<file path="config.mk">
export PLATFORM = sky130hd
export DESIGN_NAME = elastic_reg_pipe
export DESIGN_NICKNAME = d
export VERILOG_FILES = /design/src/rtl/elastic_reg_pipe_pkg.sv /design/src/rtl/elastic_reg_stage.sv /design/src/rtl/elastic_reg_pipe.sv
export SDC_FILE = /design/constraint.sdc
export NUM_CORES = 1
export LEC_CHECK = 0
export CORE_AREA = 2 2 39 41
export CTS_BUF_LIST = sky130_fd_sc_hd__clkbuf_16
export CTS_CLUSTER_SIZE = 40
export DETAILED_ROUTE_END_ITERATION = 7
export DIE_AREA = 0 0 41 43
export DONT_BUFFER_PORTS = 1
export PLACE_DENSITY_LB_ADDON = 0.05
export SYNTH_ARGS = -nofsm -noshare
export SYNTH_HDL_FRONTEND = slang
export SYNTH_SLANG_ARGS = --single-unit
</file>
<file path="constraint.sdc">
create_clock -name CLK -period 3.1 [get_ports CLK]
set_clock_uncertainty 0.2 [all_clocks]
set_input_delay 0.775 -clock CLK [delete_from_list [all_inputs] [get_ports CLK]]
set_output_delay 0.775 -clock CLK [all_outputs]
set_load 0.02 [all_outputs]
</file>
<file path="src/rtl/elastic_reg_pipe_pkg.sv">
// rtl/elastic_reg_pipe_pkg.sv - shared defaults and count-width helper for the elastic register pipe
package elastic_reg_pipe_pkg;

    localparam int          DEFAULT_WIDTH = 8;
    localparam int          DEFAULT_DEPTH = 2;
    localparam logic [7:0]  DEFAULT_INIT  = 8'hDE;

    // Width of the occupancy counter; must represent 0..depth inclusive
    function automatic int count_width(input int depth);
        return (depth < 1) ? 1 : $clog2(depth + 1);
    endfunction

endpackage

</file>
<file path="src/rtl/elastic_reg_stage.sv">
// rtl/elastic_reg_stage.sv - one elastic stage: data register, full flag, bubble-collapsing ready
module elastic_reg_stage
    import elastic_reg_pipe_pkg::*;
#(
    parameter int               WIDTH = DEFAULT_WIDTH,
    parameter logic [WIDTH-1:0] INIT  = WIDTH'(DEFAULT_INIT)
) (
    input  logic             clk_i,
    input  logic             rst_ni,
    input  logic             clr_i,
    input  logic             valid_i,
    input  logic [WIDTH-1:0] data_i,
    input  logic             ready_next_i,
    output logic             ready_o,
    output logic             full_o,
    output logic [WIDTH-1:0] data_o
);

    logic             full_q;
    logic             full_d;
    logic [WIDTH-1:0] data_q;
    logic             load;

    // An empty stage always accepts; a full one accepts only if it drains this cycle
    assign ready_o = !full_q || ready_next_i;
    assign load    = valid_i && ready_o;

    // Occupancy next state: a load wins, otherwise a full stage empties when downstream takes it
    always_comb begin
        full_d = full_q;
        if (load) begin
            full_d = 1'b1;
        end else if (ready_next_i) begin
            full_d = 1'b0;
        end
    end

    // Data only moves on a load; an emptied stage keeps its stale word
    always_ff @(posedge clk_i or negedge rst_ni) begin
        if (!rst_ni) begin
            full_q <= 1'b0;
            data_q <= INIT;
        end else if (clr_i) begin
            full_q <= 1'b0;
            data_q <= INIT;
        end else begin
            full_q <= full_d;
            if (load) begin
                data_q <= data_i;
            end
        end
    end

    assign full_o = full_q;
    assign data_o = data_q;

endmodule

</file>
<file path="src/rtl/elastic_reg_pipe.sv">
// rtl/elastic_reg_pipe.sv - DEPTH-stage elastic register pipeline with flush and occupancy count
module elastic_reg_pipe
    import elastic_reg_pipe_pkg::*;
#(
    parameter int               WIDTH = DEFAULT_WIDTH,
    parameter int               DEPTH = DEFAULT_DEPTH,
    parameter logic [WIDTH-1:0] INIT  = WIDTH'(DEFAULT_INIT)
) (
    input  logic                            CLK,
    input  logic                            ASYNCRESETN,
    input  logic                            CLR,
    input  logic                            I_valid,
    output logic                            I_ready,
    input  logic [WIDTH-1:0]                I,
    output logic                            O_valid,
    input  logic                            O_ready,
    output logic [WIDTH-1:0]                O,
    output logic [count_width(DEPTH)-1:0]   count
);

    localparam int CW = count_width(DEPTH);

    logic [DEPTH-1:0] full_w;
    logic [DEPTH:0]   ready_w;
    logic [WIDTH-1:0] data_w [DEPTH];
    logic [CW-1:0]    count_w;

    // The ready chain terminates at the downstream consumer
    assign ready_w[DEPTH] = O_ready;

    genvar k;
    generate
        for (k = 0; k < DEPTH; k++) begin : g_stage
            logic             src_valid;
            logic [WIDTH-1:0] src_data;

            if (k == 0) begin : g_head
                assign src_valid = I_valid;
                assign src_data  = I;
            end else begin : g_body
                assign src_valid = full_w[k-1];
                assign src_data  = data_w[k-1];
            end

            elastic_reg_stage #(
                .WIDTH (WIDTH),
                .INIT  (INIT)
            ) u_stage (
                .clk_i        (CLK),
                .rst_ni       (ASYNCRESETN),
                .clr_i        (CLR),
                .valid_i      (src_valid),
                .data_i       (src_data),
                .ready_next_i (ready_w[k+1]),
                .ready_o      (ready_w[k]),
                .full_o       (full_w[k]),
                .data_o       (data_w[k])
            );
        end
    endgenerate

    // Occupancy is the number of full stages
    always_comb begin
        count_w = '0;
        for (int i = 0; i < DEPTH; i++) begin
            count_w = count_w + CW'(full_w[i]);
        end
    end

    // A flush cycle refuses new input so nothing is silently swallowed
    assign I_ready = ready_w[0] && !CLR;
    assign O_valid = full_w[DEPTH-1];
    assign O       = data_w[DEPTH-1];
    assign count   = count_w;

endmodule

</file>
==> flow_summary.ini, run 1 <==
[status]
status = finished clean

[detailed_routing]
vias_per_cell = 6.26
vias = 507
ant_nets = 0
routed_wl_um = 1380
first_pass_iters = 4
drc = 0
drt_iter0_markers = 10
wire_per_inst_um = 17.1

[clocking]
cts_root_buf = clkbuf_16
cts_hold_buf = 0
cts-buffers-inserted = 3
clk_pin_slew_ns = 0.05
cts_max_level = 1
clock-sinks = 18
clock_path_buffers = 2
cts_tree = yes
worst_skew_pair.late_latency_ns = 0.25
post_cts_resize_count = 0
post_cts_buffers = 0

[grt]
grt_pass1_wl_um = 2130
grt_overflow = 0
grt.met3_usage_pct = 5.24
grt_pass1_vias = 517
track_usage_pct = 18.4
antenna_found_initial = 0
met1_usage_pct = 23.3
grt_start_max_net_pins = 19
top_usage_layer = met2
use_met2_pct = 26.3

[sta]
setup_violations = 0
finalCritPeriodShare_pct = 74.9
fin_crit_ns = 2.32
hold_slack_ns = 0.0233
rsz0062_at_grt = false
tns_ns = 0
relSlewSlack_pct = 74.8
tightest_slew_ns = 0.377
hold_viol_final = 0
max_freq_mhz = 431
slew_viol_final = 0

[min_path]
hold_path_class = input port to asynchronous set/reset pin

[placed_design]
port_buffers = 0
gp_congestion = 0.672
place_hpwl_um = 978

[power]
power_mw = 0.563
vdd_drop_max_mv = 0.407
p_leak_nw = 0.365
power_density_nw_per_um2 = 656

[floorplanning]
ios = 25
fp.dieW_um = 41
core_um2 = 1380
die_y_um = 43
fp-row-count = 14
start_util_pct = 56.3
dieArea_um2 = 1760

[synthesis]
ys_seq_elements = 18
syn-cell-area_um2 = 779
synth-warning-count = 0
yosysTopAreaCell = dfstp_2
yosysTopAreaCellShare_pct = 40.4
syn_area_per_cell_um2 = 12.2
synth_edf_count = 0
async_flop_share_pct = 100
synth_nets = 78
ys.flop_type = dfstp_2
synth_area_leaders = dfstp_2 (40%), dfrtp_1 (19%), a211o_1 (6.7%), o22a_1 (6.7%), and3_1 (3.2%)
ys_seq_area_share_pct = 59.7
synth_cell_type_count = 22
syn-instance-count = 64

[worst_setup_path]
cp_max_fo = 13
start_kind = register
endpoint_kind = output pin
crit_required_ns = 2.12
slowest_delay_ns = 0.51
critPathKind = register to output pin
path_cells = and3b_2, nor2_1
critical_path_arrival_ns = 1.35
slowest_stage = dfrtp_1

[job]
drv_cap = 0

[layout]
drive_above_1_share_pct = 29.2
fin_util_pct = 62.0
layout_common_cells = dfstp_2 (12), o22a_1 (6), a211o_1 (6), dfrtp_1 (6), inv_1 (5)
syn_to_final_growth_pct = 10.1
nets = 80
diodes = 0
final_common_cell = dfstp_2
## kinds of logic (layout without fill, tap and decap cells)
group / after synthesis / in the layout / share of synthesized area (%)
simple gates: 17 / 17 / 14.4
fa+ha+maj: 1 / 1 / 1.60
compound gates: 20 / 20 / 19.3
flops: 18 / 18 / 59.7
buf+inv: 8 / 9 / 4.97
## report_power, final
part | switching [mW] | total (mW) | internal, mW
registers | 0.0188 | 0.276 | 0.257
logic | 0.0168 | 0.0338 | 0.0169
clock network | 0.0822 | 0.253 | 0.171
## synth_stat cells, types with 2 or more instances
cell type	count
dfstp_2	12
o22a_1	6
o21ai_0	2
nor2_1	3
and3_1	4
and3_4	2
dfrtp_1	6
nand3_1	2
a211o_1	6
nand3b_1	2
o22ai_1	2
a21oi_1	3
inv_1	5
## critical path, delay by kind of cell, from the launching register on
family           cells  cell delay [ns]
flip-flops           1             0.51
AND/OR/NAND/NOR      2             0.59
## metrics by stage
step           instances  cell area, um^2  setup WS, ns
6_report              81              858         0.778
5_1_grt               81              858         0.701
4_1_cts               81              858         0.778
3_5_place_dp          77              779         0.852
3_3_place_gp          77              779         0.858
2_1_floorplan         64              779         0.861
## routing by layer
| layer | wire, um | share of wire (%) |
|---|---|---|
| met5 | 0 | 0 |
| met4 | 32 | 2.3 |
| met3 | 95 | 6.9 |
| met2 | 672 | 49 |
| met1 | 582 | 42 |
## registers in the layout (all words and copies together), names as in the netlist
register	count
g_stage.u_stage.data_o	16
g_stage.u_stage.full_o	2
## worst paths after layout
kind | from | to | slack [ns] | cells after the start
max | g_stage[0].u_stage.full_o | I_ready | 0.78 | 2
min | ASYNCRESETN | g_stage[0].u_stage.data_o[0] | 0.02 | 0
max reg2reg | g_stage[1].u_stage.full_o | g_stage[1].u_stage.data_o[6] | 1.43 | 3
min reg2reg | g_stage[0].u_stage.data_o[5] | g_stage[0].u_stage.data_o[5] | 0.34 | 2
max in group asynchronous | ASYNCRESETN | g_stage[1].u_stage.data_o[7] | 2.51 | 0
min in group CLK | g_stage[0].u_stage.data_o[5] | g_stage[0].u_stage.data_o[5] | 0.34 | 2
## cell type report
class                           count  area (um^2)
Sequential cell                    18          465
Fill cell                         115          526
Clock inverter                      1         3.75
Clock buffer                        3         75.1
Inverter                            5         18.8
Tap cell                           16         20.0
Multi-Input combinational cell     38          275
(Power assumes the default switching activity.)
==> run 2: changes to the inputs <==
--- a/config.mk
+++ b/config.mk
@@ -5,11 +5,11 @@
 export SDC_FILE = /design/constraint.sdc
 export NUM_CORES = 1
 export LEC_CHECK = 0
-export CORE_AREA = 2 2 39 41
+export CORE_AREA = 2 2 42 44
 export CTS_BUF_LIST = sky130_fd_sc_hd__clkbuf_16
 export CTS_CLUSTER_SIZE = 40
 export DETAILED_ROUTE_END_ITERATION = 7
-export DIE_AREA = 0 0 41 43
+export DIE_AREA = 0 0 44 46
 export DONT_BUFFER_PORTS = 1
 export PLACE_DENSITY_LB_ADDON = 0.05
 export SYNTH_ARGS = -nofsm -noshare
==> constraint.sdc (replaced) <==
create_clock -name CLK -period 2 [get_ports CLK]
set_clock_uncertainty 0.2 [all_clocks]
set_input_delay 0.5 -clock CLK [delete_from_list [all_inputs] [get_ports CLK]]
set_output_delay 0.5 -clock CLK [all_outputs]
set_load 0.02 [all_outputs]
==> run 2 against run 1 <==
Compared with the run above:
- combinational power grew 90%
- register-to-register slack worse by 1.1 ns
- hold slack gained 0.087 ns
- non-clock buffer count increased by 2
- final area grew 2.5%
- core utilization down 7.5 points
- final cell count up 3.7%
- critical path depth is the same
- routed wire length is 3.0% higher
- critical path type unchanged
==> flow_summary.ini, run 2 (synthesis results as in run 1) <==
[worst_setup_path]
endpoint_kind = output pin
critical_path_arrival_ns = 1.20
cp_max_fo = 6
crit_required_ns = 1.30
critPathKind = register to output pin
start_kind = register

[grt]
use_met2_pct = 25.6
met1_usage_pct = 22.3
grt_start_max_net_pins = 19
antenna_found_initial = 0
top_usage_layer = met2
grt.met3_usage_pct = 3.57
grt_overflow = 0
grt_pass1_wl_um = 2330
track_usage_pct = 16.5
grt_pass1_vias = 524

[clocking]
cts-buffers-inserted = 3
cts_max_level = 1
cts_tree = yes
clk_pin_slew_ns = 0.05
clock_path_buffers = 2
clock-sinks = 18
worst_skew_pair.late_latency_ns = 0.25
cts_root_buf = clkbuf_16

[floorplanning]
core_um2 = 1610
start_util_pct = 48.3
fp.dieW_um = 44
ios = 25
dieArea_um2 = 2020
die_y_um = 46
fp-row-count = 15

[sta]
hold_slack_ns = 0.110
fin_crit_ns = 1.90
fin_ws_ns = 0.0977
tightest_slew_ns = 0.777
slew_viol_final = 0
finalCritPeriodShare_pct = 95.1
max_freq_mhz = 526
tns_ns = 0
rsz0062_at_grt = false
relSlewSlack_pct = 48.0
setup_violations = 0
hold_viol_final = 0

[power]
internal_power_mw = 0.693
swShare_pct = 22.0
p_leak_nw = 0.375
power_density_nw_per_um2 = 1010
power_mw = 0.888
switchingPower_mw = 0.195
seq_power_share_pct = 47.8
clockPowerShare_pct = 44.9
combPwrFrac_pct = 7.2
vdd_drop_max_mv = 0.586

[placed_design]
pre_cts_ws_ns = 0.264
gp_congestion = 0.674
port_buffers = 0
place_hpwl_um = 981
dpl_cell_area_um2 = 788

[detailed_routing]
drt_iter0_markers = 4
routed_wl_um = 1420
vias_per_cell = 6.05
ant_nets = 0
drc = 0
wire_per_inst_um = 17.0
vias = 508
first_pass_iters = 3

[layout]
final_cell_area_um2 = 880
diodes = 0
final_common_cell = dfstp_2
syn_to_final_growth_pct = 12.8
largest_register_ffs = 16
layout_common_cells = dfstp_2 (12), o22a_1 (6), a211o_1 (6), dfrtp_1 (6), inv_1 (5)
drive_above_1_share_pct = 31.3
nets = 82

[min_path]
hold_path_class = input port to register

[job]
drv_cap = 0

[status]
status = finished clean
==> run 2: cell types whose count changed in the layout (fill, tap and decap cells not counted), sizes merged <==
cell,previous run,this run
dlygate4sd3,0,1
buf,0,1
==> run 2: cell type report <==
class                      instances  area (um^2)
fill                             155          734
sequential                        18          465
multi-input combinational         38          278
clock buffer                       3         75.1
tap                               17         21.3
inverter                           5         18.8
timing repair buffer               2         17.5
clock inverter                     1         3.75
==> run 2: layer usage <==
| metal | vias up | wire length, um | part of all wire (%) |
|---|---|---|---|
| li1 | 238 | - | - |
| met1 | 246 | 702 | 49 |
| met2 | 19 | 612 | 43 |
| met3 | 5 | 78 | 5.5 |
| met4 | 0 | 30 | 2.1 |
| met5 | - | 0 | 0 |
==> run 2: metrics by stage <==
step           std cells  utilization [%]
2_1_floorplan         64                -
3_3_place_gp          79             48.8
3_5_place_dp          79             48.8
4_1_cts               84             54.5
5_1_grt               84             54.5
6_report              84             54.5
==> run 2: critical path, cell delays in order, from the launching register on <==
cell and delay [ns]:
dfrtp_1 0.49, and3b_2 0.27, nor2_2 0.20
==> run 2: final timing paths <==
check                                               endpoint  cells after the start                          from  slack, ns
worst min-delay path               g_stage[1].u_stage.full_o                      1                           CLR       0.11
worst min register to register  g_stage[0].u_stage.data_o[5]                      2  g_stage[0].u_stage.data_o[5]       0.34
worst max register to register  g_stage[1].u_stage.data_o[6]                      3     g_stage[1].u_stage.full_o       0.33
min in group asynchronous       g_stage[0].u_stage.data_o[5]                      1                   ASYNCRESETN       0.58
worst max-delay path                                 I_ready                      2     g_stage[1].u_stage.full_o        0.1
max in group asynchronous          g_stage[0].u_stage.full_o                      1                   ASYNCRESETN       0.54
==> run 2: power by group through the flow <==
stage	sequential, mW	combinational, mW	clock (mW)
after floorplan	0.426	0.0523	0
after global placement	0.430	0.0555	0
after detailed placement	0.431	0.0564	0
after CTS	0.425	0.0655	0.406
after global routing	0.428	0.0724	0.416
final	0.425	0.0642	0.399
==> run 2: timing repair <==
item,4_1_cts,5_1_grt
setup buffers,0,0
gates resized for setup,1,0
endpoints found under the setup margin,1,0
hold buffers,1,0
hold endpoints to repair,18,0
